**src/rtl/reg_pkg.sv**
```systemverilog
// Shared constants and types for the register read controller.
package reg_pkg;

  localparam int unsigned DATA_WIDTH_MIN = 8;
  localparam int unsigned DATA_WIDTH_MAX = 32;

  // Occupancy of the 2-entry response buffer
  typedef enum logic [1:0] {
    EMPTY = 2'd0,
    ONE   = 2'd1,
    FULL  = 2'd2
  } fifo_state_e;

endpackage

```
**src/rtl/reg_rsp_fifo.sv**
```systemverilog
// Two-entry in-order response buffer holding {fwd, data} snapshots.
// Flags and head entry are registered; pointers wrap modulo 2.
module reg_rsp_fifo
  import reg_pkg::*;
#(
  parameter int unsigned ENTRY_W = 9
) (
  input  logic               clk,
  input  logic               reset_n,
  input  logic               push_i,
  input  logic [ENTRY_W-1:0] push_data_i,
  input  logic               pop_i,
  output logic               valid_o,
  output logic               ready_o,
  output logic [ENTRY_W-1:0] head_o
);

  fifo_state_e        state_q, state_d;
  logic               wptr_q, wptr_d;
  logic               rptr_q, rptr_d;
  logic [ENTRY_W-1:0] mem_q [2];
  logic [ENTRY_W-1:0] head_q, head_d;
  logic               valid_q, ready_q;

  // Next state, pointers and next head entry
  always_comb begin
    state_d = state_q;
    wptr_d  = wptr_q;
    rptr_d  = rptr_q;
    if (push_i) wptr_d = wptr_q + 1'b1;
    if (pop_i)  rptr_d = rptr_q + 1'b1;
    if (push_i && !pop_i) begin
      case (state_q)
        EMPTY:   state_d = ONE;
        ONE:     state_d = FULL;
        default: state_d = state_q;
      endcase
    end else if (pop_i && !push_i) begin
      case (state_q)
        FULL:    state_d = ONE;
        ONE:     state_d = EMPTY;
        default: state_d = state_q;
      endcase
    end
    // Head comes straight from the push when the slot being written is the next head
    if (push_i && (wptr_q == rptr_d)) head_d = push_data_i;
    else                              head_d = mem_q[rptr_d];
  end

  // State, storage and registered outputs
  always_ff @(posedge clk or negedge reset_n) begin
    if (!reset_n) begin
      state_q  <= EMPTY;
      wptr_q   <= 1'b0;
      rptr_q   <= 1'b0;
      mem_q[0] <= '0;
      mem_q[1] <= '0;
      head_q   <= '0;
      valid_q  <= 1'b0;
      ready_q  <= 1'b1;
    end else begin
      state_q <= state_d;
      wptr_q  <= wptr_d;
      rptr_q  <= rptr_d;
      if (push_i) mem_q[wptr_q] <= push_data_i;
      head_q  <= head_d;
      valid_q <= (state_d != EMPTY);
      ready_q <= (state_d != FULL);
    end
  end

  assign valid_o = valid_q;
  assign ready_o = ready_q;
  assign head_o  = head_q;

endmodule

```
**src/rtl/reg_read_ctrl.sv**
```systemverilog
// Register-bank read controller: accepts read requests, captures bank data
// (optionally forwarding a same-cycle write), and returns responses in order
// through a 2-entry buffer.
// Optional feature macro: REG_READ_CTRL_FWD_EN enables write-to-read forwarding.
module reg_read_ctrl
  import reg_pkg::*;
#(
  parameter int unsigned DATA_WIDTH = 8,
  parameter int unsigned ADDR_WIDTH = 2
) (
  input  logic                  clk,
  input  logic                  reset_n,
  input  logic                  req_valid,
  output logic                  req_ready,
  input  logic [ADDR_WIDTH-1:0] req_addr,
  output logic                  rd_en,
  output logic [ADDR_WIDTH-1:0] rd_addr,
  input  logic [DATA_WIDTH-1:0] rd_data,
  input  logic                  wr_en,
  input  logic [ADDR_WIDTH-1:0] wr_addr,
  input  logic [DATA_WIDTH-1:0] wr_data,
  output logic                  rsp_valid,
  input  logic                  rsp_ready,
  output logic [DATA_WIDTH-1:0] rsp_data,
  output logic                  rsp_fwd
);

  localparam int unsigned ENTRY_W = DATA_WIDTH + 1;

  // Reject unsupported data widths at elaboration
  if ((DATA_WIDTH < DATA_WIDTH_MIN) || (DATA_WIDTH > DATA_WIDTH_MAX)) begin : g_width_check
    $error("reg_read_ctrl: DATA_WIDTH %0d outside supported range", DATA_WIDTH);
  end

  logic                  accept;
  logic                  pop;
  logic                  fwd_hit;
  logic [DATA_WIDTH-1:0] cap_data;
  logic [ENTRY_W-1:0]    head;

  assign accept  = req_valid && req_ready;
  assign pop     = rsp_valid && rsp_ready;
  assign rd_en   = accept;
  assign rd_addr = req_addr;

`ifdef REG_READ_CTRL_FWD_EN
  // A same-cycle write to the requested register wins over the bank read
  assign fwd_hit  = wr_en && (wr_addr == req_addr);
  assign cap_data = fwd_hit ? wr_data : rd_data;
`else
  // Bank read only; write snoop port is ignored
  logic unused_wr;
  assign unused_wr = ^{wr_en, wr_addr, wr_data};
  assign fwd_hit   = 1'b0;
  assign cap_data  = rd_data;
`endif

  reg_rsp_fifo #(
    .ENTRY_W(ENTRY_W)
  ) u_fifo (
    .clk         (clk),
    .reset_n     (reset_n),
    .push_i      (accept),
    .push_data_i ({fwd_hit, cap_data}),
    .pop_i       (pop),
    .valid_o     (rsp_valid),
    .ready_o     (req_ready),
    .head_o      (head)
  );

  assign rsp_fwd  = head[ENTRY_W-1];
  assign rsp_data = head[DATA_WIDTH-1:0];

endmodule

```
**config.mk**
```make
export PLATFORM = sky130hd
export DESIGN_NAME = reg_read_ctrl
export DESIGN_NICKNAME = d
export VERILOG_FILES = /design/src/rtl/reg_pkg.sv /design/src/rtl/reg_rsp_fifo.sv /design/src/rtl/reg_read_ctrl.sv
export SDC_FILE = /design/constraint.sdc
export NUM_CORES = 1
export LEC_CHECK = 0
export CORE_UTILIZATION = 52
export CTS_CLUSTER_DIAMETER = 80
export CTS_CLUSTER_SIZE = 8
export DETAILED_ROUTE_END_ITERATION = 10
export GPL_TIMING_DRIVEN = 0
export PLACE_DENSITY = 0.84
export SLEW_MARGIN = 20
export SYNTH_ARGS = -nofsm -noshare
export SYNTH_HDL_FRONTEND = slang
export SYNTH_HIERARCHICAL = 1
export SYNTH_SLANG_ARGS = --single-unit
```
**constraint.sdc**
```tcl
create_clock -name clk -period 4.65 [get_ports clk]
set_input_delay 1.395 -clock clk [delete_from_list [all_inputs] [get_ports clk]]
set_output_delay 1.395 -clock clk [all_outputs]
set_load 0.05 [all_outputs]
```
# After elaboration in Yosys (flattened, before gate mapping)
# Cells that the tools add are included.
# op_classes
add_sub_neg	2
order_cmp	3
eq_ne	4
n_mux	12
bitwise_logic	2
reduce_logical	10
# op_table
operator	count
two-way mux 9 bit	5
bitwise mux 18 bit	1
demux 9 bit (select 1 bit)	1
one-hot mux 2 bit (2 select lines)	2
logical AND 1 bit	6
greater-or-equal comparator 2 bit (second input constant)	2
two-way mux 2 bit	2
inverter 1 -> 2 bit	2
adder 1 bit (second input constant)	2
== test 2 x 1 -> 1 bit (second input constant)	1
== test 2 bit (second input constant)	1
logical NOT 1 bit	2
logical NOT 2 bit	1
< comparator 2 x 1 -> 1 bit (second input constant)	1
inequality test 2 bit (second input constant)	1
nonzero test 2 bit	1
== test 1 bit	1
two-way mux 1 bit	1
# totals
reg_bits	33
in_bits	25
out_inout_bits	14

# Depth between registers and ports, before layout
# Gate-level depths: netlist of the first run.
# depth
depth_word	7
mapped_depth	6

# Cells and area by module
# The synthesis of the first run kept the hierarchy.
# modules_own_cells
mod	n_inst	cells_each	area_each_um2	seq_area_each_um2
reg_rsp_fifo	1	93	1470.2	827.0
reg_read_ctrl	1	5	31.3	0.0

# Worst setup path before layout of the first run
# OpenSTA, ideal clock, no wires.
# synth_path
path_kind	input to output
from	input req_valid
to	output rd_en
t_arrival_ns	1.819
t_required_ns	3.255
setup_slack_ns	1.436
stages	1
n_path_buf	0
path_cell_list	and2_1
# synth_between
elab_chain_cells	1
# synth_lines
element	line_no	text
start: declaration	reg_read_ctrl.sv:13	input logic req_valid,
logical AND 1 bit	reg_read_ctrl.sv:41	assign accept = req_valid && req_ready;
end: declaration	reg_read_ctrl.sv:16	output logic rd_en,
# No other way between the ends.

# Worst setup path in the final report of the first run
# Same ends and word-level chain as after synthesis.

==> reports/metrics.cfg, run 1 <==
[routing]
viasPerCell = 5.152
drtIter0Drc = 31
dr.pass1.iters = 2
drc = 0
avgRoutedWirePerCell_um = 14.00
drt_wl_total_um = 2296
ant_nets = 0
vias = 845

[layout]
final_cell_area_mm2 = 0.001848
final_common_cell = dfrtp_1
multi_input_area_um2 = 625.6
antenna_cells = 0
drive_above_1_share_pct = 42.11
syn_to_final_growth_pct = 23.08
ff_latch_area_um2 = 827.0
final_cell_mix = dfrtp_1, clkdlybuf4s50_1, mux2_2, mux2_4, clkbuf_4
fin_cells = 164
fin_nets = 159
fill_cells = 211
fin_util_pct = 67.60

[die]
start_util_pct = 54.92
placement_rows = 19
dieHeight_um = 55.74
dieArea_mm2 = 0.003106
core_area_mm2 = 0.002734
die_x_um = 55.74
pin_count = 39

[cts]
clk_path_buf_depth = 2
cts_tree = yes
clock_latency_ns = 0.33
clock-sinks = 33
htreeDepth = 2
clkTransAtPathRegs_ns = 0.09
cts_setup_buffers = 0
ctsHoldBuffers = 0
cts_made_buffers = 5
ctsResizeCount = 0
root_buffer = clkbuf_4

[timing]
fin_worst_skew_ns = 0.006674
rsz0062_at_grt = no
tns_ns = 0
hold_violations = 0
slew_violations = 0
slew_headroom_pct = 52.49
setup_viol = 0
period_share_pct = 90.02
clock.fmax_ghz = 0.2389
hold_ws_ns = 0.4978
tightest_slew_ns = 0.7126
layout_setup_ws_ns = 0.4642
min_period_ns = 4.186

[logic_synthesis]
synth.area.top_cells = dfrtp_1, mux2_2, mux2_4
avgSynthCellArea_um2 = 15.32
yosysTopAreaCellShare_pct = 53.33
ys_ff_latch = 33
yosys_warnings = 6
ys_types = 20
synth_area_leader_cell = dfrtp_1
synth_area_mm2 = 0.001501
ys_seq_area_share_pct = 55.08
synthCells = 98

[power]
switching_share_pct = 37.23
power_frac_seq_pct = 34.6
p_sw_uw = 542.1
pwr-share-clk_pct = 10.2
worst_ir_drop_vdd_v = 0.0005594
p_per_area_mw_per_mm2 = 788.0
leakage_nw = 0.8289
power.total_mw = 1.456
intPower_uw = 914.2
p_comb_share_pct = 55.1

[run]
max_cap_viol_count = 0

[worst_setup_path]
r2r_cells = 6
timing.rr.end = u_fifo/head_o[4]
crit_path_start_kind = input pin
arrival_ns = 2.79
cp_max_fo = 2
end_kind = output port
path_class = input pin to output port
timing.rr.start = u_fifo/ready_o
r2r_slack_ns = 2.68
required_ns = 3.25

[place]
dpl_cell_area_mm2 = 0.001793
dp_hpwl_um = 1660
place_ws_ns = 0.4540
io_buffer_count = 25
gp_congestion = 0.6840
placed_cells = 156

[worst_hold_path]
holdPathEnd = u_fifo/wptr_q
hold_path.class = flop to flop
min-delay-start = u_fifo/wptr_q
holdPathStages = 1

[global_routing]
grt_max_degree = 34
grt_pass1_vias = 889
grtUsageMet1_pct = 20.25
globalRoute.totalOverflow = 0
antenna_found_initial = 0
grt_use_met3_pct = 6.977
grt.total_usage_pct = 17.59
busiest_layer = met2
grt_util_met2_pct = 29.60
grt_pass1_wl_um = 4029

[status]
status = complete, no violations

[flip-flops by register name (all words and copies together) (netlist names)]
name / cells
u_fifo/rptr_q: 1
u_fifo/state_q: 2
u_fifo/wptr_q: 1
u_fifo/mem_q: 18
u_fifo/head_o: 9
u_fifo/valid_o: 1
u_fifo/ready_o: 1
[metal layers]
metal	share of wire, %	vias to the layer above
met5	0	-
met4	1.1	0
met3	4.4	4
met2	52	18
met1	42	423
li1	-	400
[worst max path at each step]
stage                 end       from  slack [ns]  cells after the start
floorplan           rd_en  req_valid        1.44                      1
global placement    rd_en  req_valid        0.49                      3
detailed placement  rd_en  req_valid        0.45                      3
CTS                 rd_en  req_valid        0.45                      3
global route        rd_en  req_valid        0.43                      3
finish              rd_en  req_valid        0.46                      3
[synth_stat cells (all sizes together)]
library cell and number:
mux2 36, dfrtp 32, buf 6, inv 4
and2 3, ha 2, nand3b 2, o211ai 2
or3b 2, xor2 2, conb 1, dfstp 1
mux2i 1, nand2 1, nand2b 1, nor2b 1
xnor2 1
[final cells by class]
type | count | share of cell area [%]
timing repair buffer | 25 | 13.27
multi-input combinational | 57 | 33.85
clock buffer | 5 | 2.031
clock inverter | 3 | 0.9479
sequential | 33 | 44.75
inverter | 4 | 0.8125
tap | 31 | 2.099
buffer | 6 | 2.234
[kinds of logic (layout without fill, tap and decap cells)]
family          count (synthesis)  count (layout)  synth area share, %
compound gates                  2               2               0.9997
mux                            37              37                31.50
fa+ha+maj                       2               2                1.666
buf+inv                        10              43                3.749
xor+xnor                        3               3                2.251
flops                          33              33                55.08
other cells                     1               3               0.2498
simple gates                   10              10                4.500
[power groups by stage]
stage	sequential [mW]	clock, mW	combinational, mW
4_1_cts	0.506	0.158	0.813
5_1_grt	0.522	0.169	0.852
2_1_floorplan	0.661	0	0.468
3_3_place_gp	0.500	0	0.790
6_report	0.504	0.149	0.803
3_5_place_dp	0.513	0	0.809
[worst max-delay path: stages]
cell and delay [ns]:
clkdlybuf4s50_1 0.45, and2_1 0.14, clkdlybuf4s50_1 0.81
No activity file was read; power rests on OpenSTA's default activity.
==> run 2: changes to the inputs <==
--- a/config.mk
+++ b/config.mk
@@ -11,6 +11,7 @@
 export DETAILED_ROUTE_END_ITERATION = 10
 export GPL_TIMING_DRIVEN = 0
 export PLACE_DENSITY = 0.84
+export SKIP_LAST_GASP = 1
 export SLEW_MARGIN = 20
 export SYNTH_ARGS = -nofsm -noshare
 export SYNTH_HDL_FRONTEND = slang
==> results of run 2 <==
No change in the layout: final DEF, timing and power equal those of run 1.
==> run 3: changes to the inputs <==
--- a/config.mk
+++ b/config.mk
@@ -5,12 +5,12 @@
 export SDC_FILE = /design/constraint.sdc
 export NUM_CORES = 1
 export LEC_CHECK = 0
-export CORE_UTILIZATION = 52
+export CORE_UTILIZATION = 27
 export CTS_CLUSTER_DIAMETER = 80
 export CTS_CLUSTER_SIZE = 8
 export DETAILED_ROUTE_END_ITERATION = 10
 export GPL_TIMING_DRIVEN = 0
-export PLACE_DENSITY = 0.84
+export PLACE_DENSITY = 0.49
 export SKIP_LAST_GASP = 1
 export SLEW_MARGIN = 20
 export SYNTH_ARGS = -nofsm -noshare
==> run 3 against run 2 <==
  * Worst setup slack better by 0.0074 ns
  * Final area is 5.8% higher
  * Sequential share of layout area is 2.5 points lower
  * Critical path type unchanged
==> reports/metrics.cfg, run 3 (same netlist as run 1, synthesis figures left out) <==
[worst_setup_path]
setup.worst_path.start = req_valid
required_ns = 3.25  ; about the same
cp_max_fo = 2  ; unchanged
end_kind = output port
path_class = input pin to output port
crit_path_start_kind = input pin
arrival_ns = 2.78  ; about the same
r2r_cells = 6  ; unchanged
timing.rr.start = u_fifo/ready_o

[place]
io_buffer_count = 25  ; unchanged
dp_hpwl_um = 1867  ; +12%
gp_congestion = 0.6622  ; -3.2%
dpl_cell_area_mm2 = 0.001869  ; +4.3%

[routing]
viasPerCell = 4.212  ; -18%
vias = 855  ; +1.2%
dr.pass1.iters = 4  ; +2
drtIter0Drc = 49  ; +58%
drc = 0  ; unchanged
ant_nets = 0  ; unchanged
drt_wl_total_um = 2689  ; +17%
avgRoutedWirePerCell_um = 13.25  ; -5.4%

[timing]
tightest_slew_ns = 0.4969  ; -0.2158 ns
period_share_pct = 89.86  ; -0.16 points
clock.fmax_ghz = 0.2393  ; +0.18%
hold_violations = 0  ; unchanged
setup_viol = 0  ; unchanged
tns_ns = 0  ; unchanged
slew_headroom_pct = 66.77  ; +14 points
fin_worst_skew_ns = 0.003770  ; -0.002904 ns
rsz0062_at_grt = no
slew_violations = 0  ; unchanged
min_period_ns = 4.178  ; -0.007372 ns

[worst_hold_path]
min-delay-start = u_fifo/wptr_q
holdPathStages = 1  ; unchanged
hold_path.class = flop to flop

[cts]
cts_made_buffers = 5  ; unchanged
clk_path_buf_depth = 2  ; unchanged
clock_latency_ns = 0.27  ; -0.06 ns
clkTransAtPathRegs_ns = 0.06  ; -0.03 ns
cts_tree = yes
root_buffer = clkbuf_8
ctsResizeCount = 0  ; unchanged
htreeDepth = 2  ; unchanged
ctsHoldBuffers = 0  ; unchanged
clock-sinks = 33  ; unchanged
cts_setup_buffers = 0  ; unchanged

[die]
pin_count = 39  ; unchanged
start_util_pct = 28.67  ; -26 points
die_x_um = 76.57  ; +37%
dieArea_mm2 = 0.005863  ; +89%
placement_rows = 26  ; +7
dieHeight_um = 76.57  ; +37%
core_area_mm2 = 0.005238  ; +92%

[layout]
antenna_cells = 0  ; unchanged
fin_nets = 160  ; +0.63%
final_cell_mix = dfrtp_1, clkdlybuf4s50_1, mux2_2, mux2_4, clkbuf_8
final_common_cell = dfrtp_1
ff_latch_area_um2 = 827.0  ; unchanged
drive_above_1_share_pct = 41.35  ; -0.75 points
multi_input_area_um2 = 625.6  ; unchanged
top_register = u_fifo/mem_q
final_cell_area_mm2 = 0.001956  ; +5.8%
syn_to_final_growth_pct = 30.25
largest_register_ffs = 18  ; unchanged
fill_cells = 501  ; +140%

[run]
max_cap_viol_count = 0  ; unchanged

[global_routing]
globalRoute.totalOverflow = 0  ; unchanged
grt_pass1_vias = 946  ; +6.4%
grt_pass1_wl_um = 4533  ; +13%
antenna_found_initial = 0  ; unchanged
grt.total_usage_pct = 10.28  ; -7.3 points
grt_max_degree = 21  ; -38%

[power]
worst_ir_drop_vdd_v = 0.0002667  ; -52%
p_per_area_mw_per_mm2 = 781.2  ; -0.87%
leakage_nw = 0.8550  ; +3.1%

[status]
status = complete, no violations

-- run 3: where the power goes --
part | switching [mW] | internal [mW]
clock | 0.0936 | 0.117
sequential | 0.0690 | 0.438
combinational | 0.386 | 0.423
total | 0.549 | 0.979
-- run 3: per-stage QoR --
stage	utilization (%)	worst slack (ns)	power, mW	hold WS (ns)	std cells
after floorplan	-	1.436	1.129	0.4555	100
after global routing	37.34	0.4238	1.624	0.5154	203
final	37.34	0.4715	1.528	0.4895	203
after CTS	37.34	0.4574	1.551	0.4934	203
after detailed placement	35.69	0.4684	1.331	0.4764	196
after global placement	35.26	0.4747	1.302	0.4712	195
-- run 3: cell type report --
type                            instances  area share [%]
Buffer                                  6           2.111
Clock buffer                            7           4.415
Inverter                                4          0.7678
Multi-Input combinational cell         57           31.99
Sequential cell                        33           42.29
Tap cell                               70           4.479
Timing Repair Buffer                   26           13.95
-- run 3: final timing paths --
path | to | slack [ns]
max | rd_en | 0.47
min | u_fifo/wptr_q | 0.49
max reg2reg | u_fifo/head_o[5] | 2.67
min reg2reg | u_fifo/wptr_q | 0.49
max in group asynchronous | u_fifo/ready_o | 3.10
min in group asynchronous | u_fifo/mem_q[3] | 1.04
-- run 3: layer usage --
metal,part of all wire (%),track usage [%],vias up
met5,0,0,-
met4,0.71,4.038,0
met3,2.9,3.832,2
met2,51,17.48,17
met1,45,11.59,436
li1,-,-,400
-- run 3: worst max-delay path, stage by stage --
cell	delay (ns)
clkdlybuf4s50_1	0.45
and2_1	0.13
clkdlybuf4s50_1	0.80
